[src/rtl/sync_buffer_fifo.sv]
// sync_buffer_fifo: parametrised single-clock FIFO with occupancy count,
// status flags and sticky overflow/underflow error flags.
//
// Access semantics: a write is taken on a rising edge when wen is high and
// the FIFO was not full at the start of that cycle; a read is taken when ren
// is high and the FIFO was not empty at the start of that cycle. A refused
// request is dropped (never retried) and sets the matching sticky error flag.
// Accepted reads present their word on dout with a one-cycle dvalid pulse
// after the same edge; dout then holds until the next accepted read.
module sync_buffer_fifo #(
  parameter int DATA_WIDTH = 32,
  parameter int ADDR_WIDTH = 6,
  parameter int AFULL_LVL  = 48,
  parameter int AEMPTY_LVL = 8
) (
  input  logic                  wclk,
  input  logic                  rst,
  input  logic [DATA_WIDTH-1:0] din,
  input  logic                  wen,
  input  logic                  ren,
  input  logic                  clr_err,
  output logic [DATA_WIDTH-1:0] dout,
  output logic                  dvalid,
  output logic [ADDR_WIDTH:0]   count,
  output logic                  full,
  output logic                  empty,
  output logic                  almost_full,
  output logic                  almost_empty,
  output logic                  overflow,
  output logic                  underflow
);

  localparam int DEPTH = 1 << ADDR_WIDTH;
  localparam logic [ADDR_WIDTH:0] DEPTH_C  = (ADDR_WIDTH+1)'(DEPTH);
  localparam logic [ADDR_WIDTH:0] AFULL_C  = (ADDR_WIDTH+1)'(AFULL_LVL);
  localparam logic [ADDR_WIDTH:0] AEMPTY_C = (ADDR_WIDTH+1)'(AEMPTY_LVL);
  localparam logic [ADDR_WIDTH:0] ONE_C    = (ADDR_WIDTH+1)'(1);

  logic [DATA_WIDTH-1:0] mem [DEPTH];
  logic [ADDR_WIDTH:0]   wptr;
  logic [ADDR_WIDTH:0]   rptr;
  logic [ADDR_WIDTH:0]   cnt;
  logic                  wr_ok;
  logic                  rd_ok;

  // Accept decisions use only registered state, so a full FIFO refuses the
  // write even when a read frees a slot in the same cycle (and vice versa).
  always_comb begin
    wr_ok = wen && !full;
    rd_ok = ren && !empty;
  end

  // Status flags decoded from the registered count only.
  always_comb begin
    full         = (cnt == DEPTH_C);
    empty        = (cnt == '0);
    almost_full  = (cnt >= AFULL_C);
    almost_empty = (cnt <= AEMPTY_C);
    count        = cnt;
  end

  // Storage array: no reset, contents are undefined until written.
  always_ff @(posedge wclk) begin
    if (!rst && wr_ok) begin
      mem[wptr[ADDR_WIDTH-1:0]] <= din;
    end
  end

  // Pointers and occupancy; the wrap bit makes wptr - rptr equal cnt.
  always_ff @(posedge wclk) begin
    if (rst) begin
      wptr <= '0;
      rptr <= '0;
      cnt  <= '0;
    end else begin
      if (wr_ok) wptr <= wptr + ONE_C;
      if (rd_ok) rptr <= rptr + ONE_C;
      if (wr_ok && !rd_ok)      cnt <= cnt + ONE_C;
      else if (rd_ok && !wr_ok) cnt <= cnt - ONE_C;
    end
  end

  // Registered read port; reset discards any read taken in the same cycle.
  always_ff @(posedge wclk) begin
    if (rst) begin
      dout   <= '0;
      dvalid <= 1'b0;
    end else begin
      dvalid <= rd_ok;
      if (rd_ok) dout <= mem[rptr[ADDR_WIDTH-1:0]];
    end
  end

  // Sticky error flags; a new error wins over a clear in the same cycle.
  always_ff @(posedge wclk) begin
    if (rst) begin
      overflow  <= 1'b0;
      underflow <= 1'b0;
    end else begin
      if (wen && full)  overflow <= 1'b1;
      else if (clr_err) overflow <= 1'b0;
      if (ren && empty)  underflow <= 1'b1;
      else if (clr_err)  underflow <= 1'b0;
    end
  end

endmodule

[config.mk]
export PLATFORM = sky130hd
export DESIGN_NAME = sync_buffer_fifo
export DESIGN_NICKNAME = d
export VERILOG_FILES = /design/src/rtl/sync_buffer_fifo.sv
export SDC_FILE = /design/constraint.sdc
export NUM_CORES = 2
export LEC_CHECK = 0
export BUFFER_PORTS_ARGS = -buffer_cell sky130_fd_sc_hd__clkbuf_2
export CAP_MARGIN = 0
export CORE_MARGIN = 8
export CORE_UTILIZATION = 57
export CTS_BUF_LIST = sky130_fd_sc_hd__clkbuf_4 sky130_fd_sc_hd__clkbuf_8 sky130_fd_sc_hd__clkbuf_16
export DETAILED_ROUTE_END_ITERATION = 12
export PLACE_DENSITY = 0.79
export SLEW_MARGIN = 20
export SYNTH_ARGS = -nofsm -noshare
export SYNTH_HDL_FRONTEND = slang
export SYNTH_SLANG_ARGS = --single-unit
[constraint.sdc]
create_clock -name wclk -period 4.9 [get_ports wclk]
set_input_delay 1.47 -clock wclk [delete_from_list [all_inputs] [get_ports wclk]]
set_output_delay 1.47 -clock wclk [all_outputs]
set_load 0.005 [all_outputs]
Word-level counts from Yosys, hierarchy flattened

Memories as Yosys holds them, arrays and structs flattened. A register that Yosys moved wholly into a read port is not among the register bits.
Index checks and enable logic that the tools add are counted.
Widths: inputs -> output; s select.

Register bits: 24
Memory bits (writable): 2048
Memories kept: 1

Memories:

| name | words | bits a word | rd ports | clocked after memory_dff | wr ports | RTL line | source |
|---|---|---|---|---|---|---|---|
| mem  | 64    | 32          | 1        | 1                        | 1        | 39       | `logic [DATA_WIDTH-1:0] mem [DEPTH];` |

Add/subtract/negate cells: 4
Magnitude comparators: 2
Equality and inequality tests: 1
Mux-type cells: 7
Reductions and logical operators: 16

Operator list:

| cell                | count |
|---|---|
| $add 7x1->7 const B | 3 |
| $mux 7              | 2 |
| $eq 7x7->1 const B  | 1 |
| $ge 7x6->1 const B  | 1 |
| $le 7x4->1 const B  | 1 |
| $logic_and 1x1->1   | 7 |
| $logic_not 7->1     | 1 |
| $sub 7x1->7 const B | 1 |
| $reduce_bool 2->1   | 3 |
| $logic_not 1->1     | 5 |
| $mux 1              | 5 |

Depth between registers and ports, before layout

Depth in word-level cells: 7
Gate-level depth with buffers: 13
Depth with buffers taken out: 13

Least setup slack after synthesis

No wires, ideal clock.

Path kind: input -> register
Start: input wen
End: memory mem[52][0] (enable)
Setup time: 0.461 ns
Data arrival time: 4.681 ns
Required time: 4.439 ns
Setup slack: -0.242 ns
Stages: 6
Path buffers: 1
Path through: o41a_1 > buf_2 > nor2b_1 > nand4b_1 > or2_2 > nor3_1

Longest elaborated chain between the ends: 4

Ends and longest elaborated chain:

| what                         | RTL line | source |
|---|---|---|
| from (decl)                  | 19       | `input logic wen,` |
| $logic_and 1x1->1            | 49       | `wr_ok = wen && !full;` |
| net wr_ok                    | 43       | `logic wr_ok;` |
| $logic_and 1x1->1            | 64       | `if (!rst && wr_ok) begin` |
| $mux 1                       | 64       |  |
| $mux 1 (not written as such) | 65       | `mem[wptr[ADDR_WIDTH-1:0]] <= din;` |
| to (decl)                    | 39       |  |

The timed path passes the listed nets, and every way through them passes these cells.

==> results.cfg <==
[run_status]
status = complete, no violations

[sta]
tightestPinTransition_ps = 1250
fin_crit_sh_pct = 81.0
slew_violations = 0
period_minus_slack_ps = 3970
relSlewSlack_pct = 17.0
hold_violations = 0
tns_ps = 0
rsz0062_at_grt = false
fmax_ghz = 0.252
setup_viol = 0
skew_ps = 30.0
hold_ws_ps = 561

[floorplan]
die_y_microns = 392
die_area_sq_um = 154000
core-area_sq_um = 141000
io_pins = 83
std_cell_rows = 138
initial_core_util_pct = 57.2
die_x_microns = 392

[clocking]
cts_tree = yes
clk_path_buf_depth = 3
cts-root-buf = clkbuf_16
cts_buffers = 197
cts_sinks = 2102
cts_hold_buf = 0
clk_latency_ps = 840
cts_max_level = 4
cts_resized = 0
clkTransAtPathRegs_ps = 70
cts_setup_buffers = 0

[routing]
vias = 42300
post_drt_wl_per_cell_microns = 37.2
vias_per_cell = 7.00
drt-total-wl_microns = 225000
drc = 0
postRouteAntennaNets = 0
drt-initial-drc-count = 6729
firstDrtPassIters = 8

[critical_path]
cp_data_required_time_ps = 5620
startpoint_type = flip-flop
worst_ep_arrival_time_ps = 4680
cp_max_fo = 35
critPathKind = reg2reg
cp_slowest_cell = a2111oi_2
crit_path_cell_trace = buf_12 > buf_4 > mux4_2 > a2111oi_2 > a2111oi_1 > clkdlybuf4s18_2 > a221o_1
slowest_delay_ps = 920
cp-end-kind = flip-flop

[synthesis]
synth.net_count = 3732
synth_top_area_share_pct = 76.3
synth_most_common_cell = edfxtp_1
ys_top_cells_by_area = edfxtp_1 (76%), mux4_2 (12%), mux2i_1 (3.2%), dfxtp_1 (1.3%), o221ai_1 (0.54%)
syn_avg_cell_area_sq_um = 21.9
synth_cell_types = 58
syn_area_sq_um = 80600
synth-async-reset-ratio_pct = 0
yosysTopAreaCell = edfxtp_1
synth_ff_type = edfxtp_1
syn-instance-count = 3685
seq_area_frac_synth_pct = 77.7
synth_edf_count = 2048
yosysWarnings = 0
synth_common_cells = edfxtp_1 (2048), mux4_2 (438), mux2i_1 (255), nor2_1 (112), a21oi_1 (81)
ys_ff_latch = 2102

[pwr]
pwr_density_cell_nw_per_um2 = 479
swShare_pct = 26.0
ir_worst_vdd_mv = 0.340
p_int_mw = 32.4
switchingPower_mw = 11.4
p_clk_share_pct = 36.1
pwr-share-seq_pct = 46.4
leakagePower_nw = 28.3
power_frac_comb_pct = 17.5

[finish]
multi_input_area_sq_um = 17200
num-nets-final = 4029
layout-drive-gt1-share_pct = 28.7
instances_no_fill = 6048
area_growth_pct = 13.4
fillCellCount = 8750
regArea_sq_um = 62600

[min_path]
worst_hold_path_type = reg2reg

[global_route]
overflow = 0
grtUsageTotal_pct = 29.2
grt_max_degree = 68
grt_pass1_vias = 41700
antenna_found_initial = 17
grt_pass1_wl_microns = 316000

[placed_design]
io_buffers = 82
dp_hpwl_microns = 136000
dp_cells = 5673
gp_routability_congestion = 0.900

[flow_run]
max_cap_violations = 0
-- power groups by stage --
| stage | clock network, mW | registers [mW] | logic, mW |
|---|---|---|---|
| after CTS | 15.8 | 20.3 | 7.65 |
| after global routing | 16.5 | 20.3 | 7.98 |
| final | 15.8 | 20.3 | 7.68 |
| after floorplan | 0 | 20.4 | 5.34 |
| after detailed placement | 0 | 20.7 | 7.54 |
| after global placement | 0 | 20.7 | 7.44 |
-- through the flow --
step	instance area (sq um)	utilization, %	setup WS, ps	total power, mW
2_1_floorplan	80600	-	327	25.7
3_3_place_gp	84600	60.0	323	28.1
3_5_place_dp	84600	60.0	524	28.2
4_1_cts	91400	64.8	1010	43.8
5_1_grt	91400	64.8	871	44.8
6_report	91400	64.9	932	43.7
-- metal layers --
layer / part of all wire (%) / up-vias / global-route usage, %
met1: 33 / 21600 / 38.3
li1: - / 16200 / -
met2: 46 / 3800 / 44.8
met3: 14 / 675 / 8.75
met4: 6.3 / 10 / 15.0
met5: 0.032 / - / 0
-- final cells by class --
cell class	instances	share of cell area (%)
Antenna cell	5	0.0137
Clock buffer	250	5.93
Clock inverter	120	1.47
Inverter	10	0.0493
Multi-Input combinational cell	1368	18.8
Sequential cell	2102	68.5
Tap cell	1890	2.59
Timing Repair Buffer	303	2.59
-- state kept, by name (all words and copies together) (netlist names) --
name,cells
rptr,6
count,7
dvalid,1
mem,2048
wptr,6
dout,32
underflow,1
overflow,1
-- kinds of logic (layout without fill, tap and decap cells) --
family	count (synthesis)	in the layout	synth area share, %
AND/OR/NAND/NOR	281	281	1.62
adder cells (fa/ha/maj)	10	10	0.165
buffers and inverters	215	683	1.65
XOR/XNOR	13	13	0.141
other	0	5	0
AO/OA/AOI/OAI	356	356	3.15
multiplexers	708	708	15.6
flip-flops	2102	2102	77.7
-- path summary, 6_finish.rpt --
| kind | start | endpoint | slack [ps] | cells after the start |
|---|---|---|---|---|
| worst max-delay path | rptr[0] | dout[21] | 930 | 7 |
| worst min-delay path | dout[29] | dout[29] | 560 | 1 |
| worst max register to register | rptr[0] | dout[21] | 930 | 7 |
| worst min register to register | dout[29] | dout[29] | 560 | 1 |
-- placed cells by master, fill, tap and decap left out, types with 9 or more instances in the layout --
cell | Yosys | routed
buf_2 | 71 | 19
xor2_1 | 9 | 9
buf_12 | 0 | 23
ha_1 | 9 | 9
o22ai_1 | 70 | 70
a2111oi_0 | 20 | 9
a221o_1 | 23 | 23
mux2_2 | 15 | 15
nand2_1 | 66 | 66
buf_4 | 45 | 198
nor3_1 | 17 | 12
edfxtp_1 | 2048 | 2048
clkbuf_2 | 0 | 60
clkbuf_16 | 0 | 198
nand3_1 | 19 | 19
a211oi_1 | 17 | 17
a22oi_1 | 25 | 25
a2111oi_2 | 5 | 10
o221ai_1 | 50 | 50
o21ai_0 | 21 | 21
a21oi_1 | 81 | 81
nor2b_1 | 15 | 11
nor2_1 | 112 | 51
dfxtp_1 | 54 | 49
clkbuf_4 | 0 | 41
mux4_2 | 438 | 438
a22o_1 | 11 | 11
nor2_4 | 1 | 61
clkinv_2 | 0 | 33
bufinv_16 | 0 | 22
clkinv_1 | 0 | 36
a221oi_1 | 9 | 9
mux2i_1 | 255 | 255
clkbuf_8 | 0 | 12
-- critical path: cells and delay by family (launching register included) --
kind                   cells  cell delay (ps)
muxes                      1              570
buffers and inverters      3             1050
DFF                        1              840
AOI/OAI and AO/OA          3             1350
Power figures use the tool's default switching activity.
